==> src/rtl/srec_txn_pkg.sv <==
// Shared types and constants for the SREC write-transaction sequencer:
// default widths, the sequencer state encoding, the status bundle and a
// width helper used to size the retry and timeout counters.
package srec_txn_pkg;

    localparam int DEF_ADDR_W      = 32;
    localparam int DEF_DATA_W      = 32;
    localparam int DEF_MAX_RETRY   = 3;
    localparam int DEF_TIMEOUT_CYC = 1024;
    localparam int DEF_CNT_W       = 16;

    typedef enum logic [2:0] {
        ST_IDLE         = 3'd0,
        ST_ISSUE        = 3'd1,
        ST_WAIT         = 3'd2,
        ST_VERIFY_ISSUE = 3'd3,
        ST_VERIFY_WAIT  = 3'd4,
        ST_FAULT        = 3'd5
    } seq_state_t;

    typedef struct packed {
        logic                  err;
        logic [DEF_ADDR_W-1:0] err_addr;
        logic [DEF_CNT_W-1:0]  word_cnt;
    } seq_status_t;

    // Number of bits needed to hold any value in 0..value (at least 1).
    function automatic int bits_for(input int value);
        int w;
        w = 1;
        while ((1 << w) <= value) begin
            w++;
        end
        return w;
    endfunction

endpackage

==> src/rtl/srec_txn_sequencer_if.sv <==
// Bus bundle between the SREC parser, the sequencer, the M01_AXI transaction
// engine and boot control. The master modport is the sequencer's view; the
// slave modport is the view of everything around it.
interface srec_txn_sequencer_if
    import srec_txn_pkg::*;
#(
    parameter int ADDR_W = DEF_ADDR_W,
    parameter int DATA_W = DEF_DATA_W,
    parameter int CNT_W  = DEF_CNT_W
);

    logic              cmd_valid;
    logic              cmd_ready;
    logic [ADDR_W-1:0] cmd_addr;
    logic [DATA_W-1:0] cmd_data;
    logic              cmd_last;

    logic              txn_init;
    logic              txn_wr;
    logic [ADDR_W-1:0] txn_addr;
    logic [DATA_W-1:0] txn_wdata;
    logic              txn_done;
    logic              txn_error;
    logic [DATA_W-1:0] txn_rdata;

    logic              clear_err;
    logic              busy;
    logic              blk_done;
    logic              err;
    logic [ADDR_W-1:0] err_addr;
    logic [CNT_W-1:0]  word_cnt;

    modport master (
        input  cmd_valid, cmd_addr, cmd_data, cmd_last,
        output cmd_ready,
        output txn_init, txn_wr, txn_addr, txn_wdata,
        input  txn_done, txn_error, txn_rdata,
        input  clear_err,
        output busy, blk_done, err, err_addr, word_cnt
    );

    modport slave (
        output cmd_valid, cmd_addr, cmd_data, cmd_last,
        input  cmd_ready,
        input  txn_init, txn_wr, txn_addr, txn_wdata,
        output txn_done, txn_error, txn_rdata,
        output clear_err,
        input  busy, blk_done, err, err_addr, word_cnt
    );

endinterface

==> src/rtl/srec_txn_timeout.sv <==
// Attempt watchdog: a loadable down-counter. Loading starts a wait window,
// enable counts it down, and o_expire flags that the window has run out.
// Clear parks the counter at zero while no attempt is outstanding.
module srec_txn_timeout
    import srec_txn_pkg::*;
#(
    parameter int          WIDTH    = 10,
    parameter int unsigned LOAD_VAL = 1023
) (
    input  logic clk,
    input  logic rst,
    input  logic i_clear,
    input  logic i_load,
    input  logic i_en,
    output logic o_expire
);

    localparam logic [WIDTH-1:0] LOAD = WIDTH'(LOAD_VAL);

    logic [WIDTH-1:0] r_count;

    // Count down from the load value once per enabled cycle, stopping at zero.
    always_ff @(posedge clk) begin
        if (rst) begin
            r_count <= '0;
        end else if (i_clear) begin
            r_count <= '0;
        end else if (i_load) begin
            r_count <= LOAD;
        end else if (i_en && (r_count != '0)) begin
            r_count <= r_count - 1'b1;
        end
    end

    assign o_expire = (r_count == '0);

endmodule

==> src/rtl/srec_txn_sequencer.sv <==
// SREC boot loader write sequencer. Accepts decoded record words from the
// parser, issues one single-beat AXI write per word through the transaction
// engine, retries failed attempts, latches a sticky fault with the failing
// address, and reports block completion and the count of words written.
// Optional read-back verify of every write is built when the macro
// SREC_TXN_SEQ_VERIFY_EN is defined; by default only writes are issued.
module srec_txn_sequencer
    import srec_txn_pkg::*;
#(
    parameter int ADDR_W      = DEF_ADDR_W,
    parameter int DATA_W      = DEF_DATA_W,
    parameter int MAX_RETRY   = DEF_MAX_RETRY,
    parameter int TIMEOUT_CYC = DEF_TIMEOUT_CYC,
    parameter int CNT_W       = DEF_CNT_W
) (
    input  logic                 ACLK,
    input  logic                 ARESET,
    srec_txn_sequencer_if.master bus
);

    localparam int RETRY_W = bits_for(MAX_RETRY);
    localparam int TMR_W   = bits_for(TIMEOUT_CYC - 1);
    localparam logic [RETRY_W-1:0] RETRY_LIMIT = RETRY_W'(MAX_RETRY);

    seq_state_t        r_state;
    seq_state_t        w_next_state;

    logic [ADDR_W-1:0] r_addr;
    logic [DATA_W-1:0] r_data;
    logic              r_last;
    logic [RETRY_W-1:0] r_retry_cnt;
    logic [CNT_W-1:0]  r_word_cnt;
    logic              r_err;
    logic [ADDR_W-1:0] r_err_addr;
    logic              r_blk_done;

    logic              w_accept;
    logic              w_tmr_clear;
    logic              w_tmr_load;
    logic              w_tmr_en;
    logic              w_tmr_expire;
    logic              w_word_ok;
    logic              w_attempt_fail;
    logic              w_can_retry;
    logic              w_fault_clear;

    assign w_can_retry   = (r_retry_cnt < RETRY_LIMIT);
    assign w_tmr_clear   = (r_state == ST_IDLE) || (r_state == ST_FAULT);
    assign w_fault_clear = (r_state == ST_FAULT) && bus.clear_err;

    srec_txn_timeout #(
        .WIDTH    (TMR_W),
        .LOAD_VAL (TIMEOUT_CYC - 1)
    ) u_timeout (
        .clk      (ACLK),
        .rst      (ARESET),
        .i_clear  (w_tmr_clear),
        .i_load   (w_tmr_load),
        .i_en     (w_tmr_en),
        .o_expire (w_tmr_expire)
    );

    // State register; a reset in any state abandons the attempt in flight.
    always_ff @(posedge ACLK) begin
        if (ARESET) begin
            r_state <= ST_IDLE;
        end else begin
            r_state <= w_next_state;
        end
    end

    // Next state plus the per-cycle strobes that steer the datapath; a
    // completion that coincides with the timeout is treated as a completion.
    always_comb begin
        w_next_state   = r_state;
        w_accept       = 1'b0;
        w_tmr_load     = 1'b0;
        w_tmr_en       = 1'b0;
        w_word_ok      = 1'b0;
        w_attempt_fail = 1'b0;

        case (r_state)
            ST_IDLE: begin
                if (bus.cmd_valid) begin
                    w_accept     = 1'b1;
                    w_next_state = ST_ISSUE;
                end
            end

            ST_ISSUE: begin
                w_tmr_load   = 1'b1;
                w_next_state = ST_WAIT;
            end

            ST_WAIT: begin
                w_tmr_en = 1'b1;
                if (bus.txn_done) begin
                    if (!bus.txn_error) begin
`ifdef SREC_TXN_SEQ_VERIFY_EN
                        w_next_state = ST_VERIFY_ISSUE;
`else
                        w_word_ok = 1'b1;
`endif
                    end else begin
                        w_attempt_fail = 1'b1;
                    end
                end else if (w_tmr_expire) begin
                    w_attempt_fail = 1'b1;
                end
            end

`ifdef SREC_TXN_SEQ_VERIFY_EN
            ST_VERIFY_ISSUE: begin
                w_tmr_load   = 1'b1;
                w_next_state = ST_VERIFY_WAIT;
            end

            ST_VERIFY_WAIT: begin
                w_tmr_en = 1'b1;
                if (bus.txn_done) begin
                    if (!bus.txn_error && (bus.txn_rdata == r_data)) begin
                        w_word_ok = 1'b1;
                    end else begin
                        w_attempt_fail = 1'b1;
                    end
                end else if (w_tmr_expire) begin
                    w_attempt_fail = 1'b1;
                end
            end
`endif

            ST_FAULT: begin
                if (bus.clear_err) begin
                    w_next_state = ST_IDLE;
                end
            end

            default: begin
                w_next_state = ST_IDLE;
            end
        endcase

        if (w_word_ok) begin
            w_next_state = ST_IDLE;
        end

        if (w_attempt_fail) begin
            w_next_state = w_can_retry ? ST_ISSUE : ST_FAULT;
        end
    end

    // Word latch, retry budget, saturating success count, block pulse and fault capture.
    always_ff @(posedge ACLK) begin
        if (ARESET) begin
            r_addr      <= '0;
            r_data      <= '0;
            r_last      <= 1'b0;
            r_retry_cnt <= '0;
            r_word_cnt  <= '0;
            r_err       <= 1'b0;
            r_err_addr  <= '0;
            r_blk_done  <= 1'b0;
        end else begin
            r_blk_done <= 1'b0;

            if (w_accept) begin
                r_addr      <= bus.cmd_addr;
                r_data      <= bus.cmd_data;
                r_last      <= bus.cmd_last;
                r_retry_cnt <= '0;
            end

            if (w_word_ok) begin
                if (r_word_cnt != '1) begin
                    r_word_cnt <= r_word_cnt + 1'b1;
                end
                r_blk_done <= r_last;
            end

            if (w_attempt_fail) begin
                if (w_can_retry) begin
                    r_retry_cnt <= r_retry_cnt + 1'b1;
                end else begin
                    r_err      <= 1'b1;
                    r_err_addr <= r_addr;
                end
            end

            if (w_fault_clear) begin
                r_err      <= 1'b0;
                r_err_addr <= '0;
            end
        end
    end

    assign bus.cmd_ready = (r_state == ST_IDLE);
    assign bus.busy      = (r_state != ST_IDLE);
    assign bus.txn_addr  = r_addr;
    assign bus.txn_wdata = r_data;
    assign bus.blk_done  = r_blk_done;
    assign bus.err       = r_err;
    assign bus.err_addr  = r_err_addr;
    assign bus.word_cnt  = r_word_cnt;

`ifdef SREC_TXN_SEQ_VERIFY_EN
    assign bus.txn_init = (r_state == ST_ISSUE) || (r_state == ST_VERIFY_ISSUE);
    assign bus.txn_wr   = (r_state == ST_ISSUE);
`else
    logic w_unused_rdata;

    assign bus.txn_init   = (r_state == ST_ISSUE);
    assign bus.txn_wr     = 1'b1;
    assign w_unused_rdata = ^bus.txn_rdata;
`endif

endmodule
==> src/flat_wrapper.sv <==
// flat-port wrapper written by rule: the top's interface ports become plain ports
module srec_txn_sequencer_flat import srec_txn_pkg::*;
#(
    parameter int ADDR_W      = DEF_ADDR_W,
    parameter int DATA_W      = DEF_DATA_W,
    parameter int MAX_RETRY   = DEF_MAX_RETRY,
    parameter int TIMEOUT_CYC = DEF_TIMEOUT_CYC,
    parameter int CNT_W       = DEF_CNT_W
)
  (ACLK, ARESET, bus_cmd_valid, bus_cmd_addr, bus_cmd_data, bus_cmd_last, bus_cmd_ready, bus_txn_init, bus_txn_wr, bus_txn_addr, bus_txn_wdata, bus_txn_done, bus_txn_error, bus_txn_rdata, bus_clear_err, bus_busy, bus_blk_done, bus_err, bus_err_addr, bus_word_cnt);
  srec_txn_sequencer_if #(.ADDR_W(ADDR_W), .DATA_W(DATA_W), .CNT_W(CNT_W)) bus_i ();
  input  logic ACLK;
  input  logic ARESET;
  input wire logic [$bits(bus_i.cmd_valid)-1:0] bus_cmd_valid;
  input wire logic [$bits(bus_i.cmd_addr)-1:0] bus_cmd_addr;
  input wire logic [$bits(bus_i.cmd_data)-1:0] bus_cmd_data;
  input wire logic [$bits(bus_i.cmd_last)-1:0] bus_cmd_last;
  output wire logic [$bits(bus_i.cmd_ready)-1:0] bus_cmd_ready;
  output wire logic [$bits(bus_i.txn_init)-1:0] bus_txn_init;
  output wire logic [$bits(bus_i.txn_wr)-1:0] bus_txn_wr;
  output wire logic [$bits(bus_i.txn_addr)-1:0] bus_txn_addr;
  output wire logic [$bits(bus_i.txn_wdata)-1:0] bus_txn_wdata;
  input wire logic [$bits(bus_i.txn_done)-1:0] bus_txn_done;
  input wire logic [$bits(bus_i.txn_error)-1:0] bus_txn_error;
  input wire logic [$bits(bus_i.txn_rdata)-1:0] bus_txn_rdata;
  input wire logic [$bits(bus_i.clear_err)-1:0] bus_clear_err;
  output wire logic [$bits(bus_i.busy)-1:0] bus_busy;
  output wire logic [$bits(bus_i.blk_done)-1:0] bus_blk_done;
  output wire logic [$bits(bus_i.err)-1:0] bus_err;
  output wire logic [$bits(bus_i.err_addr)-1:0] bus_err_addr;
  output wire logic [$bits(bus_i.word_cnt)-1:0] bus_word_cnt;
  assign bus_i.cmd_valid = bus_cmd_valid;
  assign bus_i.cmd_addr = bus_cmd_addr;
  assign bus_i.cmd_data = bus_cmd_data;
  assign bus_i.cmd_last = bus_cmd_last;
  assign bus_cmd_ready = bus_i.cmd_ready;
  assign bus_txn_init = bus_i.txn_init;
  assign bus_txn_wr = bus_i.txn_wr;
  assign bus_txn_addr = bus_i.txn_addr;
  assign bus_txn_wdata = bus_i.txn_wdata;
  assign bus_i.txn_done = bus_txn_done;
  assign bus_i.txn_error = bus_txn_error;
  assign bus_i.txn_rdata = bus_txn_rdata;
  assign bus_i.clear_err = bus_clear_err;
  assign bus_busy = bus_i.busy;
  assign bus_blk_done = bus_i.blk_done;
  assign bus_err = bus_i.err;
  assign bus_err_addr = bus_i.err_addr;
  assign bus_word_cnt = bus_i.word_cnt;
  srec_txn_sequencer #(.ADDR_W(ADDR_W), .DATA_W(DATA_W), .MAX_RETRY(MAX_RETRY), .TIMEOUT_CYC(TIMEOUT_CYC), .CNT_W(CNT_W)) u_core (.ACLK(ACLK), .ARESET(ARESET), .bus(bus_i));
endmodule
==> config.mk <==
export PLATFORM = sky130hd
export DESIGN_NAME = srec_txn_sequencer_flat
export DESIGN_NICKNAME = d
export VERILOG_FILES = /design/src/rtl/srec_txn_pkg.sv /design/src/rtl/srec_txn_sequencer_if.sv /design/src/rtl/srec_txn_timeout.sv /design/src/rtl/srec_txn_sequencer.sv /design/src/flat_wrapper.sv
export SDC_FILE = /design/constraint.sdc
export NUM_CORES = 1
export LEC_CHECK = 0
export CORE_MARGIN = 2
export CORE_UTILIZATION = 47
export CTS_BUF_LIST = sky130_fd_sc_hd__clkbuf_4 sky130_fd_sc_hd__clkbuf_8
export CTS_CLUSTER_DIAMETER = 80
export DETAILED_ROUTE_END_ITERATION = 12
export PLACE_DENSITY = 0.87
export SLEW_MARGIN = 20
export SYNTH_ARGS = -nofsm -noshare
export SYNTH_HDL_FRONTEND = slang
export SYNTH_SLANG_ARGS = --single-unit
==> constraint.sdc <==
create_clock -name ACLK -period 3.4 [get_ports ACLK]
set_input_delay 0.68 -clock ACLK [delete_from_list [all_inputs] [get_ports ACLK]]
set_output_delay 0.68 -clock ACLK [all_outputs]
set_load 0.01 [all_outputs]
# Word-level counts from Yosys, hierarchy flattened
# Cells that the tools add are included.
[totals] out_inout_bits=118 regBits=130 input_bits=103
[op_classes] eq_ne=7 reduce_logical=14 magnitude_cmp=1 bitwise_logic=2 muxes=22 addsub=3
[op_table] op="two-way mux 10 bit" count=2
[op_table] op="adder 16 x 1 -> 16 bit (second input constant)" count=1
[op_table] op="inequality test 16 bit (second input constant)" count=1
[op_table] op="two-way mux 3 bit" count=5
[op_table] op="case mux 3 bit (4 select lines)" count=1
[op_table] op="two-way mux 1 bit" count=11
[op_table] op="logical NOT 10 bit" count=1
[op_table] op="nonzero test 10 bit" count=1
[op_table] op="subtractor 10 x 1 -> 10 bit (second input constant)" count=1
[op_table] op="inequality test 4 x 2 -> 1 bit (second input constant)" count=2
[op_table] op="two-way mux 2 bit" count=3
[op_table] op="OR reduction 2 bit" count=3
[op_table] op="AND reduction 2 bit" count=2
[op_table] op="== test 3 x 1 -> 1 bit (second input constant)" count=1
[op_table] op="== test 3 x 2 -> 1 bit (second input constant)" count=1
[op_table] op="== test 3 bit (second input constant)" count=1
[op_table] op="logical NOT 3 bit" count=1
[op_table] op="inequality test 3 x 1 -> 1 bit (second input constant)" count=1
[op_table] op="AND reduction 3 bit" count=1
[op_table] op="nonzero test 3 bit" count=1
[op_table] op="adder 2 x 1 -> 2 bit (second input constant)" count=1
[op_table] op="logical AND 1 bit" count=2
[op_table] op="less-than comparator 2 bit (second input constant)" count=1
[op_table] op="NOT 1 bit" count=2
[op_table] op="other kinds (2)" count=2

# Longest topological paths before layout
[logic_depth] depth_word=6 mapped_depth=8

# By module
# A second synthesis with hierarchy kept.
[hier_totals] hier_cells=628 hier_area_um2=5121.2
[modules_own_cells] module="srec_txn_sequencer" n_inst=1 area_per_inst_um2=4559.4 cells_each=569 seq_area_each_um2=2402.3
[modules_own_cells] module="srec_txn_timeout" n_inst=1 area_per_inst_um2=561.8 cells_each=59 seq_area_each_um2=200.2

# Worst setup path after synthesis
# OpenSTA, ideal clock, no wires.
[synth_path] path_type="register to register" from="register u_core.u_timeout.r_count[0]" to="register u_core.r_retry_cnt[1]" setup_slack_ns=1.381 synth_period_minus_slack_ns=2.019 required_time_ns=3.268 path_stages_with_launch=8 setup_ns=0.132 arrival_ns=1.886 path_cell_list="dfxtp_1 > inv_1 > ha_1 > or4b_1 > clkbuf_1 > o41a_1 > o311ai_0 > a21oi_1"
[synth_between] elab_chain_cells=5
[synth_lines] item="start: declaration" line="srec_txn_timeout.sv:20" source="logic [WIDTH-1:0] r_count;"
[synth_lines] item="start signal: assignment" line="srec_txn_timeout.sv:31" source="r_count <= r_count - 1'b1;"
[synth_lines] item="logical NOT 10 bit" line="srec_txn_timeout.sv:35" source="assign o_expire = (r_count == '0);"
[synth_lines] item="two-way mux 1 bit" line="srec_txn_sequencer.sv:107" source="end else if (w_tmr_expire) begin"
[synth_lines] item="two-way mux 1 bit" line="srec_txn_sequencer.sv:97" source="if (bus.txn_done) begin"
[synth_lines] item="two-way mux 1 bit" line="srec_txn_sequencer.sv:82" source="case (r_state)"
[synth_lines] item="two-way mux 2 bit" line="srec_txn_sequencer.sv:180" source="if (w_attempt_fail) begin"
[synth_lines] item="end signal: assignment" line="srec_txn_sequencer.sv:182" source="r_retry_cnt <= r_retry_cnt + 1'b1;"
[synth_lines] item="end: declaration" line="srec_txn_sequencer.sv:31" source="logic [RETRY_W-1:0] r_retry_cnt;"
# No other way between the ends.
# A chain may end at the register's enable or synchronous reset.

# Worst setup path after layout
[layout_path] from="register u_core.r_state[0]" to="output bus_txn_init"
[layout_between] elab_chain_cells=1
[layout_lines] item="start: declaration" line="srec_txn_sequencer.sv:25" source="seq_state_t r_state;"
[layout_lines] item="start signal: assignment" line="srec_txn_sequencer.sv:68" source="r_state <= w_next_state;"
[layout_lines] item="== test 3 x 1 -> 1 bit" line="srec_txn_sequencer.sv:211" source="assign bus.txn_init = (r_state == ST_ISSUE);"
[layout_lines] item="end: declaration" line="flat_wrapper.sv:19" source="output wire logic [$bits(bus_i.txn_init)-1:0] bus_txn_init;"
# No other way between the ends.

==> run metrics <==
status=completed; ratio of cells with drive above 1 in the final layout=0.06420; clock slew at reported path FFs=70 ps; H-tree depth=4; Int Pwr=2424 uW; CTS max path bufs=2; CP endpoint kind=output port; Post-route DRC=0; WS Path Type=flip-flop to output port; sequential share of power=0.491; Netlist cell types=54; Vias=5336; hold-fix buffers at CTS=0; cells on worst reg2reg path=6; clk_lat worst skew=420 ps; Hold Crit Depth=2; unrepaired setup endpoints after global routing=no; Layout Skew=13.68 ps; die width=109.3 um; CTS root buffer=clkbuf_8; Comb pwr share=0.145; Die Ht=109.3 um; die footprint=0.01195 mm2; LEAKAGE=0.002563 uW; placed cells=918; CP arrival=2270 ps; post-synth top area share=0.4993; vias in the first global route=5101; Peak Freq=339.1 MHz; area post-placement=0.007111 mm2; Post-synth EDFFs=0; area leader, netlist=dfxtp_1; Final Instance Count excl. Fillers=950; Critical Path RT=2720 ps; Async SR Flop Fraction=0; Ys Warns=0; P_sw=895.3 uW; RR Endpoint=u_core.bus.err_addr[12]$_SDFFE_PP0P_; Final Hold Fails=0; part of the Yosys area used for sequential elements=0.4993; post-route ant nets=0; post_cts resized=0; Setup TNS Final=0 ps; RePlAce Congestion=0.8411; Final Critical Period=2949 ps; initial detailed-routing violation count=245; total detailed-routing wirelength=15120 um; Seq cells post-synth=130; CTS tree=yes; crit-path max FO=9; Power Density=443.9 mW/mm2; RR Startpoint=u_core.u_timeout.r_count[0]$_SDFFE_PP0P_; antenna violations before repair=0; Post-Syn Area per Cell=8.222 um2; syn nets=740; Mapped Area=0.005212 mm2; worst hold endpoint=u_core.bus.txn_wdata[16]$_SDFFE_PP0P_; final setup violation count=0; Via density=5.617; WL/cell=15.92 um; num ports=221; Synth Flop Type=dfxtp_1; max_cap viols=0; TritonCTS Buffers=17; dpl hpwl=10410 um; Rel. slew slack=0.3498; synth top area cells=dfxtp_1, nand2_1, a21oi_1; Nets=903; GRT Total Usage=0.2528; TritonRoute pass-1 iters=5; Final Slew Violations=0; I/O Buffers=187; fin area=0.007478 mm2; clock network fraction of total power=0.364; cell count after synthesis=634; worst min path class=flip-flop to flip-flop; ANT cells=0; r2r setup slk=740 ps; startpoint types=flip-flop; largest net degree at the start of global routing=91; Row Count=38; min-delay src=u_core.bus.txn_wdata[16]$_SDFFE_PP0P_; first-pass GRT wire length=23890 um; sw frac=0.2697; Area Growth Syn to Fin=43.47%; clk sink count=130; Worst-Margin Slew=975.2 ps; Worst VDD drop=0.3450 mV; initial core utilization=0.4808; core area=0.01084 mm2; GRT overflow=0; postcts setup bufs=0; fin crit share=0.8675
-- layout by cell type, fill, tap and decap left out, types with 6 or more instances in the layout --
cell type	instances
clkdlybuf4s50_1	186
nand2_1	173
dfxtp_1	130
a21oi_1	82
nand4_1	37
o21ai_0	31
clkbuf_8	18
or4_1	13
inv_1	11
o31ai_1	10
nor3_1	8
nand3_1	8
o21ai_1	7
a211oi_1	6
nor2_1	6
a31oi_1	6
buf_4	6
-- synth_stat cells (2+ instances only) --
cell type / instances
o311ai_0: 3
o21ai_1: 7
nand2_1: 174
and4_1: 3
and2_1: 3
nor3_1: 8
a211oi_1: 6
nor3b_1: 2
or4_1: 13
nand3_1: 8
ha_1: 3
a2bb2oi_1: 2
o21ai_0: 31
buf_1: 2
or3_1: 5
o31ai_1: 10
nor2b_1: 3
a31oi_1: 6
a21oi_1: 82
nand4_1: 37
xor2_1: 2
clkbuf_1: 31
buf_2: 9
o41ai_1: 3
buf_6: 4
nor4_1: 2
dfxtp_1: 130
inv_1: 11
nor2_1: 6
buf_4: 4
-- state kept, by name (all words and copies together) (netlist names) --
name and cells:
u_core.bus.err_addr 32, u_core.r_retry_cnt 2, u_core.bus.blk_done 1, u_core.bus.word_cnt 16, u_core.bus.txn_wdata 32, u_core.r_state 3
u_core.u_timeout.r_count 10, u_core.r_last 1, u_core.bus.err 1, u_core.bus.txn_addr 32
-- critical path, cell delays in order, from the launching register on --
cell and delay [ps]:
dfxtp_1 540, or3b_2 600, inv_1 150, clkdlybuf4s50_1 560
-- cells by family after synthesis --
family,Yosys count,share of synthesized area
other,1,0.0007194
adders and majority gates,3,0.007202
and+or+nand+nor,275,0.2513
muxes,1,0.002160
AOI/OAI and AO/OA,160,0.1798
DFF,130,0.4993
xor gates and xnor gates,2,0.003361
buffers and inverters,62,0.05617
-- stage by stage --
stage               hold slack (ps)  total power [uW]  utilization  worst slack [ps]
floorplan                     431.5              1891            -              1381
global placement              437.4              2128       0.6559             569.6
detailed placement            446.2              2143       0.6559             475.8
CTS                           456.5              3344       0.6899             436.3
global route                  471.8              3469       0.6899             339.9
finish                        456.0              3319       0.6899             450.6
-- power groups by stage --
stage          Combinational [uW]  Clock, uW  Sequential [uW]
3_3_place_gp                  470          0             1660
3_5_place_dp                  481          0             1660
5_1_grt                       526       1310             1630
2_1_floorplan                 215          0             1680
6_report                      483       1210             1630
4_1_cts                       484       1230             1630
-- how the worst max path moves through the flow --
stage / startpoint / to / slack (ps) / depth (start not counted)
6_report: u_core.r_state[0]$_SDFFE_PP0P_ / bus_txn_init / 450 / 3
5_1_grt: u_core.r_state[0]$_SDFFE_PP0P_ / bus_txn_init / 340 / 3
4_1_cts: u_core.r_state[0]$_SDFFE_PP0P_ / bus_txn_init / 440 / 3
3_5_place_dp: bus_txn_done / u_core.bus.word_cnt[8]$_SDFFE_PP0P_ / 480 / 5
3_3_place_gp: bus_txn_done / u_core.bus.word_cnt[10]$_SDFFE_PP0P_ / 570 / 5
2_1_floorplan: u_core.u_timeout.r_count[0]$_SDFFE_PP0P_ / u_core.r_retry_cnt[1]$_SDFF_PP0_ / 1380 / 7
-- area by class of cell --
| cell class | count | area, um2 |
|---|---|---|
| clock buffers | 19 | 255.2 |
| clock inverters | 13 | 112.6 |
| fillers | 855 | 3362 |
| inverters | 11 | 41.29 |
| multi-input cells | 442 | 2340 |
| flip-flops and latches | 130 | 2603 |
| well taps | 140 | 175.2 |
| repair buffers | 195 | 1952 |
-- metal layers --
| layer | vias to the layer above | track usage | routed length (um) |
|---|---|---|---|
| met1 | 2527 | 0.2928 | 6103 |
| met5 | - | 0 | 0 |
| li1 | 2554 | - | - |
| met4 | 0 | 0.09313 | 254 |
| met2 | 231 | 0.4268 | 7488 |
| met3 | 24 | 0.09484 | 1276 |
(Power assumes the default switching activity.)
